==> src/rtl/timer_bcd_mmss.sv <==
// ---------------------------------------------------------------------------
// timer_bcd_mmss
//   BCD MM:SS countdown timer. Digits are keyed in serially (shift-left),
//   then counted down once per TICK_DIV enabled clocks under a start/stop
//   handshake with pause and clear.
//
// Parameters:
//   MIN_DIGITS : number of BCD minute digits (1..3)
//   TICK_DIV   : clocks per one-second decrement (1 = every enabled clock)
//
// Optional feature (macro TIMER_ADD30_EN):
//   defined     -> start while RUNNING (stop=0) adds 30 s, saturating at
//                  all-9s minutes, 59 seconds.
//   not defined -> start while RUNNING is ignored.
//
// Ports:
//   clk       in   clock, rising edge
//   clrn      in   synchronous active-low reset
//   data      in   keypad digit (BCD, 10..15 ignored)
//   loadn     in   active-low digit strobe
//   en        in   count enable (gates the prescaler only)
//   start     in   start/resume request
//   stop      in   pause request; clears to IDLE when already paused
//   sec_ones  out  seconds units
//   sec_tens  out  seconds tens
//   mins      out  minutes, least-significant digit in [3:0]
//   zero      out  all digits zero
//   tc        out  one-cycle pulse when a countdown reaches zero
//   running   out  high in RUNNING
// ---------------------------------------------------------------------------
module timer_bcd_mmss #(
    parameter int MIN_DIGITS = 1,
    parameter int TICK_DIV   = 1
) (
    input  logic                      clk,
    input  logic                      clrn,
    input  logic [3:0]                data,
    input  logic                      loadn,
    input  logic                      en,
    input  logic                      start,
    input  logic                      stop,
    output logic [3:0]                sec_ones,
    output logic [3:0]                sec_tens,
    output logic [4*MIN_DIGITS-1:0]   mins,
    output logic                      zero,
    output logic                      tc,
    output logic                      running
);

    localparam int ND = MIN_DIGITS + 2;   // total digit count
    localparam int DW = 4 * ND;
    localparam int PW = (TICK_DIV > 1) ? $clog2(TICK_DIV) : 1;
    localparam logic [PW-1:0] PRESC_MAX = PW'(TICK_DIV - 1);

    typedef enum logic [1:0] {
        S_IDLE    = 2'd0,
        S_RUNNING = 2'd1,
        S_PAUSED  = 2'd2,
        S_DONE    = 2'd3
    } state_e;

    // All digits packed as {mins, sec_tens, sec_ones}.
    logic [DW-1:0] digits_q, digits_d;
    logic [PW-1:0] presc_q, presc_d;
    state_e        state_q, state_d;
    logic          zero_q, zero_d;
    logic          tc_q, tc_d;
    logic          running_q, running_d;

    logic          load_ok;
    logic [DW-1:0] shifted;
    logic [DW-1:0] next_val;
    logic          ticked;

    // BCD decrement; sec_tens borrows from 0 to 5, every other digit to 9.
    function automatic logic [DW-1:0] bcd_dec(input logic [DW-1:0] v);
        logic [DW-1:0] r;
        logic          borrow;
        logic [3:0]    d;
        r      = v;
        borrow = 1'b1;
        for (int i = 0; i < ND; i++) begin
            d = v[4*i +: 4];
            if (borrow) begin
                if (d == 4'd0) begin
                    r[4*i +: 4] = (i == 1) ? 4'd5 : 4'd9;
                    borrow      = 1'b1;
                end else begin
                    r[4*i +: 4] = d - 4'd1;
                    borrow      = 1'b0;
                end
            end else begin
                r[4*i +: 4] = d;
            end
        end
        return r;
    endfunction

`ifdef TIMER_ADD30_EN
    // Add 30 s: sec_tens += 3 with carry into minutes; saturate on overflow.
    function automatic logic [DW-1:0] bcd_add30(input logic [DW-1:0] v);
        logic [DW-1:0] r;
        logic          carry;
        logic [4:0]    t;
        logic [3:0]    d;
        r = v;
        t = {1'b0, v[7:4]} + 5'd3;
        if (t >= 5'd6) begin
            r[7:4] = 4'(t - 5'd6);
            carry  = 1'b1;
        end else begin
            r[7:4] = t[3:0];
            carry  = 1'b0;
        end
        for (int i = 2; i < ND; i++) begin
            d = v[4*i +: 4];
            if (carry) begin
                if (d == 4'd9) begin
                    r[4*i +: 4] = 4'd0;
                    carry       = 1'b1;
                end else begin
                    r[4*i +: 4] = d + 4'd1;
                    carry       = 1'b0;
                end
            end else begin
                r[4*i +: 4] = d;
            end
        end
        if (carry) begin
            r = {{MIN_DIGITS{4'd9}}, 4'd5, 4'd9};
        end else begin
            r = r;
        end
        return r;
    endfunction
`endif

    assign load_ok = !loadn && (data <= 4'd9);
    assign shifted = {digits_q[DW-5:0], data};

    // Next-state, digit, prescaler and flag computation.
    always_comb begin
        state_d  = state_q;
        digits_d = digits_q;
        presc_d  = presc_q;
        tc_d     = 1'b0;
        next_val = digits_q;
        ticked   = 1'b0;

        case (state_q)
            S_IDLE: begin
                if (load_ok) begin
                    digits_d = shifted;
                end else begin
                    digits_d = digits_q;
                end
                // start is qualified by the pre-shift zero flag
                if (start && !zero_q) begin
                    state_d = S_RUNNING;
                    presc_d = {PW{1'b0}};
                end else begin
                    state_d = S_IDLE;
                end
            end
            S_PAUSED: begin
                if (stop) begin
                    state_d  = S_IDLE;
                    digits_d = {DW{1'b0}};
                    presc_d  = {PW{1'b0}};
                end else begin
                    if (load_ok) begin
                        digits_d = shifted;
                    end else begin
                        digits_d = digits_q;
                    end
                    // prescaler phase is kept across the pause
                    if (start && !zero_q) begin
                        state_d = S_RUNNING;
                    end else begin
                        state_d = S_PAUSED;
                    end
                end
            end
            S_RUNNING: begin
                if (stop) begin
                    // pause freezes both digits and prescaler this cycle
                    state_d = S_PAUSED;
                end else begin
                    if (en) begin
                        if (presc_q == PRESC_MAX) begin
                            presc_d  = {PW{1'b0}};
                            next_val = bcd_dec(digits_q);
                            ticked   = 1'b1;
                        end else begin
                            presc_d  = presc_q + PW'(1);
                        end
                    end else begin
                        presc_d = presc_q;
                    end
`ifdef TIMER_ADD30_EN
                    // add applies on top of any decrement in the same cycle
                    if (start) begin
                        next_val = bcd_add30(next_val);
                    end else begin
                        next_val = next_val;
                    end
`endif
                    digits_d = next_val;
                    if (ticked && (next_val == {DW{1'b0}})) begin
                        state_d = S_DONE;
                        tc_d    = 1'b1;
                    end else begin
                        state_d = S_RUNNING;
                    end
                end
            end
            S_DONE: begin
                if (load_ok) begin
                    digits_d = shifted;
                    state_d  = S_IDLE;
                end else begin
                    state_d  = S_DONE;
                end
            end
            default: begin
                state_d = S_IDLE;
            end
        endcase

        zero_d    = (digits_d == {DW{1'b0}});
        running_d = (state_d == S_RUNNING);
    end

    // State, digit, prescaler and output-flag registers with synchronous reset.
    always_ff @(posedge clk) begin
        if (!clrn) begin
            state_q   <= S_IDLE;
            digits_q  <= {DW{1'b0}};
            presc_q   <= {PW{1'b0}};
            zero_q    <= 1'b1;
            tc_q      <= 1'b0;
            running_q <= 1'b0;
        end else begin
            state_q   <= state_d;
            digits_q  <= digits_d;
            presc_q   <= presc_d;
            zero_q    <= zero_d;
            tc_q      <= tc_d;
            running_q <= running_d;
        end
    end

    assign sec_ones = digits_q[3:0];
    assign sec_tens = digits_q[7:4];
    assign mins     = digits_q[DW-1:8];
    assign zero     = zero_q;
    assign tc       = tc_q;
    assign running  = running_q;

endmodule

==> config.mk <==
export PLATFORM = sky130hd
export DESIGN_NAME = timer_bcd_mmss
export DESIGN_NICKNAME = d
export VERILOG_FILES = /design/src/rtl/timer_bcd_mmss.sv
export SDC_FILE = /design/constraint.sdc
export NUM_CORES = 1
export LEC_CHECK = 0
export CORE_UTILIZATION = 40
export CTS_BUF_LIST = sky130_fd_sc_hd__clkbuf_8
export CTS_CLUSTER_SIZE = 8
export DETAILED_ROUTE_END_ITERATION = 8
export HOLD_SLACK_MARGIN = 0.08
export PLACE_DENSITY_LB_ADDON = 0.2
export SLEW_MARGIN = 20
export SYNTH_ARGS = -nofsm -noshare
export SYNTH_HDL_FRONTEND = slang
export SYNTH_SLANG_ARGS = --single-unit
==> constraint.sdc <==
create_clock -name clk -period 2.3 [get_ports clk]
set_input_delay 0.46 -clock clk [delete_from_list [all_inputs] [get_ports clk]]
set_output_delay 0.46 -clock clk [all_outputs]
set_load 0.01 [all_outputs]
==> results.py <==
metrics = {
    "outcome": {
        "status": "finished, violations left",
        "violations": "DRC",
    },
    "route": {
        "drt_iter0_drc": 62,
        "ant_nets": 0,
        "vias": 1410,
        "wl_met1_um": 1830,
        "via_per_inst": 5.78,
        "wl_per_cell_um": 16.2,
        "drc_errors": 3,
        "topRoutingLayerUsed": "met4",
        "dr_wl_met3_um": 278,
        "routed_wl_um": 3960,
        "drtPass1Iterations": 6,
        "dr_wl_met2_um": 1780,
    },
    "final_layout": {
        "final_common_cell": "buf_4",
        "area_delta_synth_final_pct": 46.5,
        "num_antenna_cells": 0,
        "final_cell_mix": "buf_4, clkdlybuf4s50_1, dfxtp_1, nor2b_1, nor2_1",
        "n_fill_cell": 258,
        "utilization_pct": 64.4,
        "fin_nets": 228,
        "drive_gt1_share_pct": 24.9,
    },
    "die": {
        "dieWidth_um": 58.0,
        "io-pin-count": 25,
        "core_area_sq_um": 2850,
        "floorplan.die_area_sq_um": 3360,
        "die_h_um": 58.0,
        "num_rows": 19,
        "initial_core_util_pct": 43.9,
    },
    "yosys": {
        "syn_inst": 159,
        "synthesis.area_sq_um": 1250,
        "syn-num-nets": 173,
        "avgSynthCellArea_sq_um": 7.88,
        "ys_seq_area_share_pct": 27.1,
        "yosysTopAreaCell": "dfxtp_1",
        "synth_top_area_share_pct": 27.1,
        "synth_seq_cells": 17,
        "synth_cell_type_count": 43,
        "ys_top_cells_by_area": "dfxtp_1, nor2b_1, a21oi_1",
        "async_reset_ff_share_pct": 0,
        "synth_ff_type": "dfxtp_1",
        "yosys_warnings": 0,
        "synth_edf_count": 0,
    },
    "grt": {
        "grt_pass1_wl_um": 6700,
        "grt_pass1_vias": 1422,
        "grt_start_max_net_pins": 17,
        "gr-total-overflow": 0,
        "antenna_found_initial": 0,
        "grt_util_all_layers_pct": 26.3,
    },
    "setup_path": {
        "reg2reg_depth": 8,
        "critPathMaxFanout": 4,
        "regToRegEndpoint": "zero",
        "r2r_setup_slack_ns": 0.07,
        "required_ns": 2.48,
        "endpoint_kind": "flip-flop",
        "cp_data_arrival_time_ns": 2.41,
        "r2r_start": "state_q[1]",
        "worst_setup_path_start_kind": "flip-flop",
        "critPathKind": "flip-flop to flip-flop",
    },
    "timing": {
        "min_period_ns": 2.23,
        "slew_headroom_pct": 59.6,
        "clock_skew_ns": 0.00449,
        "setup_viol": 0,
        "finalCritPeriodShare_pct": 96.8,
        "hold_violations": 0,
        "drv_slew": 0,
        "fmax_ghz": 0.449,
        "worst_pin_slew_ns": 0.605,
    },
    "pwr": {
        "power_leakage_nw": 0.774,
        "total_power_mw": 0.985,
        "power_density_nw_per_um2": 536,
        "ir_worst_vdd_mv": 0.432,
    },
    "cts": {
        "clockBufferDepth": 2,
        "clk_pin_slew_worst_paths_ns": 0.07,
        "clockRootBuffer": "clkbuf_8",
        "cts_tree": "yes",
        "cts-buffers-inserted": 3,
        "htreeDepth": 1,
        "cts_num_sinks": 17,
        "clkLatencyLatePin_ns": 0.26,
    },
    "worst_hold_path": {
        "worst_hold_path_type": "flip-flop to flip-flop",
        "min_path_cells": 2,
        "hp-start": "digits_q[0]",
        "hold_path_end": "tc",
    },
    "run": {
        "maxCapViolations": 0,
    },
    "place": {
        "gp_congestion": 0.906,
        "dpl.hpwl_um": 2890,
        "io_buffers": 24,
    },
}
-- registers in the layout, indices dropped and copies added (netlist names) --
| register | cells |
|---|---|
| state_q | 2 |
| zero | 1 |
| tc | 1 |
| digits_q | 12 |
| running | 1 |
-- routing by layer --
layer	up-vias	track usage, %
li1	693	-
met1	652	36.4
met2	55	40.6
met3	10	5.13
met4	0	9.86
met5	-	0
-- area by class of cell --
class,instances,area (sq um),area share (%)
inverters,4,15.0,0.817
well taps,31,38.8,2.11
multi-input cells,129,883,48.1
repair buffers,59,512,27.9
clock inverters,1,3.75,0.204
flip-flops and latches,17,343,18.7
clock buffers,3,41.3,2.25
-- worst max path at each step --
stage               slack (ns)    to       start
global placement         -0.42  zero     data[1]
global route            -0.009  zero  state_q[0]
CTS                       0.01  zero     data[1]
finish                    0.07  zero  state_q[1]
detailed placement       -0.37  zero     data[1]
floorplan                 0.23  zero  state_q[0]
-- worst max-delay path, cell delays in order (launching register included) --
cell and delay (ns):
dfxtp_2 0.36, inv_1 0.06, ha_1 0.30, mux2_4 0.19, nor3_1 0.09, a32oi_1 0.21, o211ai_1 0.14, or4b_4 0.56
o31ai_2 0.23
-- cells in the mapped netlist (all sizes together) (2+ instances only) --
cell type / instances
a21oi: 12
a221oi: 2
and2: 4
buf: 4
clkbuf: 5
dfxtp: 17
ha: 4
inv: 4
mux2: 2
mux2i: 6
nand2: 10
nand2b: 4
nand3: 3
nand4: 4
nor2: 12
nor2b: 13
nor3: 11
nor4: 2
o211ai: 4
o21a: 5
o21ai: 8
o22a: 2
o31ai: 3
or4b: 3
-- timing repair --
item	4_1_cts	5_1_grt
setup buffers	0	1
hold endpoints to repair	0	0
cloned	0	0
pin swaps	0	6
endpoints found under the setup margin	1	2
hold buffers	0	0
gates resized for setup	4	12
-- through the flow --
step | setup TNS [ns] | hold slack [ns] | setup WS [ns] | instance area (sq um) | cells
3_3_place_gp | -0.800 | 0.629 | -0.421 | 1740 | 239
3_5_place_dp | -0.896 | 0.633 | -0.370 | 1740 | 239
5_1_grt | -0.00888 | 0.678 | -0.00888 | 1840 | 244
6_report | 0 | 0.648 | 0.0738 | 1840 | 244
4_1_cts | 0 | 0.652 | 0.0136 | 1800 | 243
2_1_floorplan | 0 | 0.572 | 0.230 | 1250 | 159
-- kinds of logic (layout without fill, tap and decap cells) --
group                    Yosys count  count (layout)  share of synthesized area, %
AND/OR/NAND/NOR                   72              72                          32.7
multiplexers                       8               8                          6.89
XOR/XNOR                           1               1                         0.699
AO/OA/AOI/OAI                     44              44                          23.8
buffers and inverters             13              67                          4.79
adder cells (fa/ha/maj)            4               4                          3.99
flip-flops                        17              17                          27.1
-- power by group --
part | leakage (nW) | internal (mW) | total (mW) | switching, mW
Sequential | 0.139 | 0.318 | 0.352 | 0.0346
Combinational | 0.607 | 0.214 | 0.405 | 0.191
Clock | 0.0269 | 0.119 | 0.228 | 0.109
(Power assumes the default switching activity.)
